File: config.mk
export PLATFORM = sky130hd
export DESIGN_NAME = seg7_scan_ctrl
export DESIGN_NICKNAME = d
export VERILOG_FILES = /design/src/rtl/seg7_scan_ctrl.sv
export SDC_FILE = /design/constraint.sdc
export NUM_CORES = 1
export LEC_CHECK = 0
export ABC_CLOCK_PERIOD_IN_PS = 3770
export BUFFER_PORTS_ARGS = -buffer_cell sky130_fd_sc_hd__buf_4
export CAP_MARGIN = 0
export CORE_ASPECT_RATIO = 1.75
export CORE_MARGIN = 5
export CORE_UTILIZATION = 40
export DETAILED_ROUTE_END_ITERATION = 12
export SKIP_CTS_REPAIR_TIMING = 1
export SLEW_MARGIN = 20
export SYNTH_ARGS = -nofsm -noshare
export SYNTH_HDL_FRONTEND = slang
export SYNTH_SLANG_ARGS = --single-unit
File: constraint.sdc
create_clock -name CLK -period 3.77 [get_ports CLK]
set_input_delay 0.754 -clock CLK [delete_from_list [all_inputs] [get_ports CLK]]
set_output_delay 0.754 -clock CLK [all_outputs]
set_load 0.01 [all_outputs]
File: src/rtl/seg7_scan_ctrl.sv
// Time-multiplexed scan controller for a 4-digit common-anode 7-segment display.
// Values are double-buffered and committed only on frame boundaries to avoid tearing.
module seg7_scan_ctrl #(
  parameter int unsigned SCAN_DIV  = 50000,
  parameter int unsigned BLANK_CYC = 500
) (
  input  logic        CLK,
  input  logic        RST,
  input  logic        wr_en,
  input  logic [15:0] wr_data,
  input  logic [3:0]  wr_dp,
  output logic        wr_ready,
  input  logic        lz_blank,
  output logic        frame_tick,
  output logic [7:0]  nSEG,
  output logic [3:0]  nAN
);

  localparam int unsigned MaxCyc = (SCAN_DIV > BLANK_CYC) ? SCAN_DIV : BLANK_CYC;
  localparam int unsigned CntW   = (MaxCyc > 1) ? $clog2(MaxCyc) : 1;

  localparam logic [CntW-1:0] BlankLast   = CntW'(BLANK_CYC - 1);
  localparam logic [CntW-1:0] ShowLast    = CntW'(SCAN_DIV - 1);
  localparam logic [CntW-1:0] ShowPreLast = CntW'(SCAN_DIV - 2);

  typedef enum logic [0:0] {StBlank, StShow} state_e;

  state_e          state_q;
  logic [1:0]      idx_q;
  logic [CntW-1:0] cnt_q;
  logic [15:0]     active_val_q;
  logic [3:0]      active_dp_q;
  logic [15:0]     pend_val_q;
  logic [3:0]      pend_dp_q;
  logic            pend_full_q;
  logic            frame_tick_q;
  logic [7:0]      nseg_q;
  logic [3:0]      nan_q;

  logic [3:0]      cur_digit;
  logic            cur_dp;
  logic [3:0]      dig_zero;
  logic [3:0]      lz_mask;
  logic            cur_blank;
  logic [7:0]      cur_seg;

  // Active-low gfedcba pattern with the dp bit left off (bit 7 = 1).
  function automatic logic [7:0] seg7(input logic [3:0] d);
    unique case (d)
      4'h0: seg7 = 8'hC0;
      4'h1: seg7 = 8'hF9;
      4'h2: seg7 = 8'hA4;
      4'h3: seg7 = 8'hB0;
      4'h4: seg7 = 8'h99;
      4'h5: seg7 = 8'h92;
      4'h6: seg7 = 8'h82;
      4'h7: seg7 = 8'hD8;
      4'h8: seg7 = 8'h80;
      4'h9: seg7 = 8'h90;
      4'hA: seg7 = 8'h88;
      4'hB: seg7 = 8'h83;
      4'hC: seg7 = 8'hC6;
      4'hD: seg7 = 8'hA1;
      4'hE: seg7 = 8'h86;
      default: seg7 = 8'h8E;
    endcase
  endfunction

  always_comb begin
    cur_digit = 4'(active_val_q >> {idx_q, 2'b00});
    cur_dp    = active_dp_q[idx_q];
    for (int i = 0; i < 4; i++) begin
      dig_zero[i] = (active_val_q[4*i +: 4] == 4'h0);
    end
    // A digit is a leading zero only if it and every higher digit are zero.
    lz_mask[3] = dig_zero[3];
    lz_mask[2] = dig_zero[3] & dig_zero[2];
    lz_mask[1] = dig_zero[3] & dig_zero[2] & dig_zero[1];
    lz_mask[0] = 1'b0;
    cur_blank  = lz_blank & lz_mask[idx_q];
    cur_seg    = seg7(cur_digit);
    cur_seg[7] = ~cur_dp;
  end

  always_ff @(posedge CLK) begin
    if (RST) begin
      state_q      <= StBlank;
      idx_q        <= 2'd0;
      cnt_q        <= '0;
      active_val_q <= 16'h0000;
      active_dp_q  <= 4'h0;
      pend_val_q   <= 16'h0000;
      pend_dp_q    <= 4'h0;
      pend_full_q  <= 1'b0;
      frame_tick_q <= 1'b0;
      nseg_q       <= 8'hFF;
      nan_q        <= 4'hF;
    end else begin
      unique case (state_q)
        StBlank: begin
          if (cnt_q == BlankLast) begin
            state_q <= StShow;
            cnt_q   <= '0;
          end else begin
            cnt_q <= cnt_q + 1'b1;
          end
        end
        default: begin
          if (cnt_q == ShowLast) begin
            state_q <= StBlank;
            cnt_q   <= '0;
            idx_q   <= idx_q + 2'd1;
          end else begin
            cnt_q <= cnt_q + 1'b1;
          end
        end
      endcase

      // Registered so it is high exactly during the last SHOW cycle of digit 3.
      frame_tick_q <= (state_q == StShow) && (idx_q == 2'd3) && (cnt_q == ShowPreLast);

      if (frame_tick_q && pend_full_q) begin
        active_val_q <= pend_val_q;
        active_dp_q  <= pend_dp_q;
        pend_full_q  <= 1'b0;
      end else if (wr_en && !pend_full_q) begin
        pend_val_q  <= wr_data;
        pend_dp_q   <= wr_dp;
        pend_full_q <= 1'b1;
      end

      if ((state_q == StShow) && !cur_blank) begin
        nan_q        <= 4'hF;
        nan_q[idx_q] <= 1'b0;
        nseg_q       <= cur_seg;
      end else begin
        nan_q  <= 4'hF;
        nseg_q <= 8'hFF;
      end
    end
  end

  assign wr_ready   = ~pend_full_q;
  assign frame_tick = frame_tick_q;
  assign nSEG       = nseg_q;
  assign nAN        = nan_q;

endmodule

==> metrics.txt, run 1 <==
most frequent cells in the layout nand2_1, dfxtp_1, a21oi_1; vias per cell 5.19; final hold slack 451 ps; Final Critical Period 2410 ps; critical-path cell list mux4_1, inv_1, ha_1, inv_1, mux2i_1, a32oi_1, nand3_1; initial antenna violation count 0; switching portion of total power 20.2%; clock latency on the worst-skew pair 330 ps; crit path kind register to register; Slew Limit Fails 0; IO Port Bufs 37; DRC 0; Setup-failing EPs final 0; placed cells 473; Synth async-reset ratio 0%; largest net degree at the start of global routing 48; die area 0.00989 sq mm; Routability Congestion 0.786; GRT overflow 0; EDFF count, synth 0; Mapped Cells 365; RSZ-0062 raised after global routing false; max-cap violation count 0; Max Freq 414 MHz; Worst VDD drop 0.239 mV; filler cell count 782; Cell Count, Final, Fillers Out 489; via count 2538; # H-tree levels 3; WP data arrival 2580 ps; io pins 38; P_int 1410 uW; commonest non-fill, non-tap cell in the layout nand2_1; slowest stage delay, CP 740 ps; Synth Cell Area 0.00318 sq mm; crit-path most repeated cell inv_1; Main synth FF type dfxtp_1; CTS Buf Count 9; Detail Route Antenna Nets 0; Die H 128 um; CTS tree done; Max-Slew Margin vs Limit 39.2%; Min-Delay Path Class register to register; core area 0.00786 sq mm; sw power 359 uW; syn_nets 401; pwr/cell area 466 mW/mm^2; die width 77.4 um; synth-to-layout area growth 19.8%; Tot Pwr 1770 uW; critical path's slowest cell mux4_1; crit start category register; Synth Register Bits 73; WL/cell 14.2 um; power share of the clock group 51.2%; global-route wire length before repair 11.5 mm; final hold viol count 0; initial core utilization 40.4%; Worst Path Max Fanout 12; clk sinks 73; Layout Nets 430; GRT Overall Usage 14.5%; final worst slack 1360 ps; drt first-iter violations 145; sequential share of the synthesized area 46.0%; Worst-Margin Slew 909 ps; combinational share of power 3.6%; WL final 6.94 mm; Root Driver clkbuf_16; pre-CTS WS 1390 ps; Rows 43; syn_area_per_cell 8.70 sq um; Leak 0.00142 uW; Yosys Warn Count 0; Layout Skew 5.93 ps; clock transition at the registers of the reported paths 60 ps; share of layout cells above drive strength 1 15.5%; post-detail-place hpwl 4.92 mm; worst-case clock buffer depth 2; run status completed; drt pass-1 iters 4; Worst setup EP type register; setup_tns 0 ps; diode count 0; Seq pwr share 45.1%; Distinct cells, synth 43; final worst-path cycle share 64.0%; vias in the first global route 2441; Worst Path Required 3940 ps
flip-flops by register name, indices dropped and copies added (netlist names):
signal and count:
pend_full_q 1, idx_q 2, nAN 4, state_q 1, nSEG 8, active_dp_q 4, pend_val_q 16, active_val_q 16
pend_dp_q 4, cnt_q 16, frame_tick 1
routing by layer:
layer	part of all wire (%)	vias to the layer above	track usage, %
met5	0	-	0
met4	1.7	0	6.38
met3	3.8	8	3.87
met2	53	41	25.7
met1	41	1181	16.1
li1	-	1308	-
Yosys cell counts, drive strengths merged, types with 2 or more instances:
cell type	count	area share, %
nor4	5	0.99
xor2	10	2.8
nor3b	2	0.47
nand3	17	2.8
nor2	22	2.6
nor3	6	0.95
nand4	6	1.2
xnor2	9	2.5
nor4b	2	0.55
dfxtp	73	46
clkbuf	14	1.7
nor2b	2	0.39
ha	12	4.7
and2	2	0.43
inv	12	1.4
mux2i	3	0.95
a21oi	45	7.1
mux4	6	4.5
buf	6	1.2
nand2	88	10
or4	2	0.47
a311oi	2	0.55
o211ai	3	0.71
and4	3	0.83
critical path, delay by kind of cell (launching register included):
kind / cells / cell delay (ps)
flip-flops: 1 / 650
AO/OA/AOI/OAI: 1 / 160
AND/OR/NAND/NOR: 1 / 100
multiplexers: 2 / 820
adder cells (fa/ha/maj): 1 / 250
buffers and inverters: 2 / 270
power groups by stage:
stage	Clock (uW)	Combinational, uW	Sequential, uW
finish	908	64.3	800
global placement	0	64.8	816
floorplan	0	39.9	813
detailed placement	0	65.8	817
CTS	930	66.1	800
global route	961	73.9	802
per-stage QoR:
stage	util [%]	area (sq um)
global route	48.4	3800
finish	48.4	3800
floorplan	-	3180
global placement	44.3	3480
detailed placement	44.3	3480
CTS	48.4	3800
layout make-up:
cell class / instances / area (sq um) / area share (%)
Multi-Input combinational cell: 260 / 1580 / 41.5
Sequential cell: 73 / 1460 / 38.4
Timing Repair Buffer: 38 / 285 / 7.50
Clock buffer: 11 / 243 / 6.38
Tap cell: 90 / 113 / 2.96
Clock inverter: 5 / 78.8 / 2.07
Inverter: 12 / 45.0 / 1.18
logic make-up (layout without fill, tap and decap cells):
kind of cell	Yosys count	after routing	share of synthesized area [%]
AOI/OAI and AO/OA	57	57	10.4
and+or+nand+nor	162	162	23.4
adders and majority gates	12	12	4.73
buffers and inverters	32	66	4.26
muxes	10	10	5.91
DFF	73	73	46.0
xor gates and xnor gates	19	19	5.24
worst paths after layout:
| path | startpoint | endpoint | slack (ps) | depth (start not counted) |
|---|---|---|---|---|
| worst max-delay path | idx_q[0] | nSEG[1] | 1360 | 7 |
| worst max register to register | idx_q[0] | nSEG[1] | 1360 | 7 |
| worst min-delay path | pend_val_q[4] | active_val_q[4] | 450 | 2 |
| worst min register to register | pend_val_q[4] | active_val_q[4] | 450 | 2 |
(Power assumes the default switching activity.)
==> run 2: changes to the inputs <==
Settings changed: ABC_CLOCK_PERIOD_IN_PS 3770 to 2150.
Clock period 3.77 ns to 2.15 ns, I/O delays scaled along.
==> metrics.txt, run 2 (synthesized netlist as in run 1, its figures left out) <==
clock transition at the registers of the reported paths 50 ps; slowest stage delay, CP 740 ps; io pins 38; core area 0.00786 sq mm; CTS Buf Count 9; IO Port Bufs 37; final worst-path cycle share 91.6%; vias in the first global route 2429; final hold viol count 0; post-layout util 48.6%; die area 0.00989 sq mm; WL final 6.71 mm; clock latency on the worst-skew pair 330 ps; Routability Congestion 0.766; worst-case clock buffer depth 2; critical path's slowest cell o211ai_1; GRT overflow 0; largest registers active_val_q (16), cnt_q (16), pend_val_q (16); Layout Nets 437; post-detail-place hpwl 4.96 mm; synth-to-layout area growth 20.2%; via count 2581; crit-path leading delay family compound AO/OA/AOI/OAI gates; Die H 128 um; vias per cell 5.22; global-route wire length before repair 11.1 mm; Max Freq 508 MHz; drt pass-1 iters 6; pwr/cell area 773 mW/mm^2; Worst Path Required 2310 ps; initial antenna violation count 0; switching portion of total power 20.3%; P_int 2350 uW; drt first-iter violations 108; setup_tns 0 ps; crit path kind register to register; commonest non-fill, non-tap cell in the layout nand2_1; combinational share of power 4.0%; pre-CTS WS 143 ps; # H-tree levels 3; initial core utilization 40.4%; sw power 599 uW; Min-Delay Path Class input port to register; Layout Skew 4.01 ps; GRT Overall Usage 14.0%; Detail Route Antenna Nets 0; DRC 0; RSZ-0062 raised after global routing false; Max-Slew Margin vs Limit 39.8%; run status completed; Worst Path Max Fanout 12; WL/cell 13.6 um; share of layout cells above drive strength 1 16.8%; diode count 0; final worst slack 180 ps; Worst-Margin Slew 899 ps; clk sinks 73; power share of the clock group 48.5%; Final Critical Period 1970 ps; Leak 0.00143 uW; Critical path buffers and inverters 2; Slew Limit Fails 0; largest net degree at the start of global routing 48; most frequent cells in the layout nand2_1, dfxtp_1, a21oi_1, buf_4, nor2_1; Seq pwr share 47.6%; Worst VDD drop 0.540 mV; die width 77.4 um; Rows 43; critical-path cell list buf_4, inv_1, a21oi_1, o211ai_1, o2111ai_1; Root Driver clkbuf_16; max-cap violation count 0; crit start category register; CTS tree done; Worst setup EP type register; Setup-failing EPs final 0; WP data arrival 2130 ps
run 2: metrics by stage:
step	instance area [sq um]	hold slack (ps)	std cells	power (uW)
2_1_floorplan	3180	432	365	1490
3_3_place_gp	3540	439	480	1550
3_5_place_dp	3540	444	480	1550
4_1_cts	3820	330	494	3000
5_1_grt	3820	340	494	3060
6_report	3820	345	494	2950
run 2: path summary, 6_finish.rpt:
path,start,to,slack [ps],cells after the start
setup / recovery,idx_q[0],nSEG[3],180,5
hold / removal,wr_data[7],pend_val_q[7],340,3
setup reg to reg,idx_q[0],nSEG[3],180,5
hold reg to reg,pend_val_q[0],active_val_q[0],450,2
run 2: area by class of cell:
type	count	area [sq um]
inverter	12	45.0
fill	776	4040
clock inverter	3	42.5
clock buffer	11	243
tap	90	113
timing repair buffer	45	338
sequential	73	1460
multi-input combinational	260	1580
run 2: metal layers:
layer / track usage, % / part of all wire (%) / wire length [um] / vias to the layer above
li1: - / - / - / 1321
met1: 15.2 / 42 / 2800 / 1211
met2: 24.2 / 52 / 3510 / 40
met3: 4.57 / 4.0 / 267 / 9
met4: 6.58 / 1.9 / 128 / 0
met5: 0 / 0 / 0 / -
run 2: worst min-delay path, cell delays in order:
cell and delay (ps):
buf_4 110, nand2_1 40, a21oi_1 50
run 2: power groups by stage:
stage,Clock (uW),Sequential [uW],Combinational (uW)
2_1_floorplan,0,1420,70.0
3_3_place_gp,0,1430,119
3_5_place_dp,0,1430,120
4_1_cts,1480,1400,121
5_1_grt,1520,1410,136
6_report,1430,1400,117
==> run 3: changes to the inputs <==
Settings changed: REMOVE_ABC_BUFFERS set to 1.
==> metrics.txt, run 3 (synthesized netlist as in run 1, its figures left out) <==
filler cell count 778; DP Area 0.00354 sq mm; clock latency on the worst-skew pair 330 ps; post-layout instance area 0.00384 sq mm; core area 0.00786 sq mm; DRC 0; GRT overflow 0; power share of the clock group 50.3%; sw power 600 uW; largest net degree at the start of global routing 27; RSZ-0062 raised after global routing false; Max-Slew Margin vs Limit 56.4%; diode count 0; GRT Overall Usage 14.0%; Worst-Margin Slew 652 ps; drt pass-1 iters 4; Layout Nets 437; initial core utilization 40.4%; pre-CTS WS 144 ps; Die H 128 um; die area 0.00989 sq mm; Rows 43; max-cap violation count 0; Worst Path Required 2360 ps; WL/cell 13.2 um; WP data arrival 2150 ps; Cell Count, Final, Fillers Out 496; # H-tree levels 3; sequential cell area 0.00146 sq mm; largest registers active_val_q (16), cnt_q (16), pend_val_q (16); pwr/cell area 795 mW/mm^2; Routability Congestion 0.823; run status completed; Max Freq 516 MHz; CTS Buf Count 9; Seq pwr share 45.9%; clock transition at the registers of the reported paths 50 ps; final worst-path cycle share 90.1%; io pins 38; worst-case clock buffer depth 2; P_int 2450 uW; initial antenna violation count 0; footprint of the multi-input gates 0.00158 sq mm; switching portion of total power 19.6%; most frequent cells in the layout nand2_1, dfxtp_1, a21oi_1, buf_4, nor2_1; Worst setup EP type register; CTS tree done; commonest non-fill, non-tap cell in the layout nand2_1; Leak 0.00144 uW; global-route wire length before repair 11.3 mm; synth-to-layout area growth 20.8%; IO Port Bufs 37; drt first-iter violations 147; Worst Path Max Fanout 11; vias in the first global route 2483; die width 77.4 um; Root Driver clkbuf_16; setup_tns 0 ps; Slew Limit Fails 0; vias per cell 5.16; Worst VDD drop 0.428 mV; combinational share of power 3.8%; placed cells 480; final worst slack 213 ps; post-detail-place hpwl 4.82 mm; crit start category register; final hold viol count 0; WL final 6.57 mm; Min-Delay Path Class input port to register; share of layout cells above drive strength 1 16.5%; Tot Pwr 3050 uW; crit path kind register to register; Setup-failing EPs final 0; via count 2560; Final Critical Period 1940 ps; Detail Route Antenna Nets 0; Layout Skew 7.34 ps; clk sinks 73
## run 3: cell count changes in the layout (fill, tap and decap cells not counted), sizes merged
cell      before  now
bufinv         1    2
clkinvlp       1    0
clkbuf        11   13
## run 3: worst max-delay path, cell delays in order, from the launching register on
cell and delay [ps]:
dfxtp_1 400, buf_4 220, mux4_2 650, and2_2 270, a22oi_1 190, nand3_1 90
## run 3: worst paths after layout
path                                   start             end  slack [ps]  depth (start not counted)
worst max-delay path                idx_q[0]         nSEG[2]         210                          5
worst min-delay path                wr_dp[1]    pend_dp_q[1]         350                          3
worst max register to register      idx_q[0]         nSEG[2]         210                          5
worst min register to register  pend_dp_q[0]  active_dp_q[0]         450                          2
## run 3: power by group through the flow
stage	registers, uW	clock network [uW]	logic, uW
after global placement	1430	0	116
after global routing	1400	1630	133
final	1400	1530	115
after detailed placement	1430	0	118
after floorplan	1430	0	52.3
after CTS	1400	1570	119
## run 3: layout make-up
type / count / area share, %
sequential: 73 / 38.1
inverter: 12 / 1.17
tap: 90 / 2.93
clock buffer: 13 / 6.26
clock inverter: 3 / 1.70
multi-input combinational: 260 / 41.0
timing repair buffer: 45 / 8.80
## run 3: layer usage
layer  vias up  track usage [%]  routed length (um)
met5         -                0                   0
met4         0             7.09                 156
met3        13             3.94                 266
met2        44             25.5                3630
met1      1188             14.2                2520
li1       1315                -                   -
## run 3: metrics by stage
stage	hold WS (ps)	utilization, %
floorplan	425	-
global placement	439	45.0
detailed placement	444	45.0
CTS	334	48.9
global route	352	48.9
finish	345	48.9
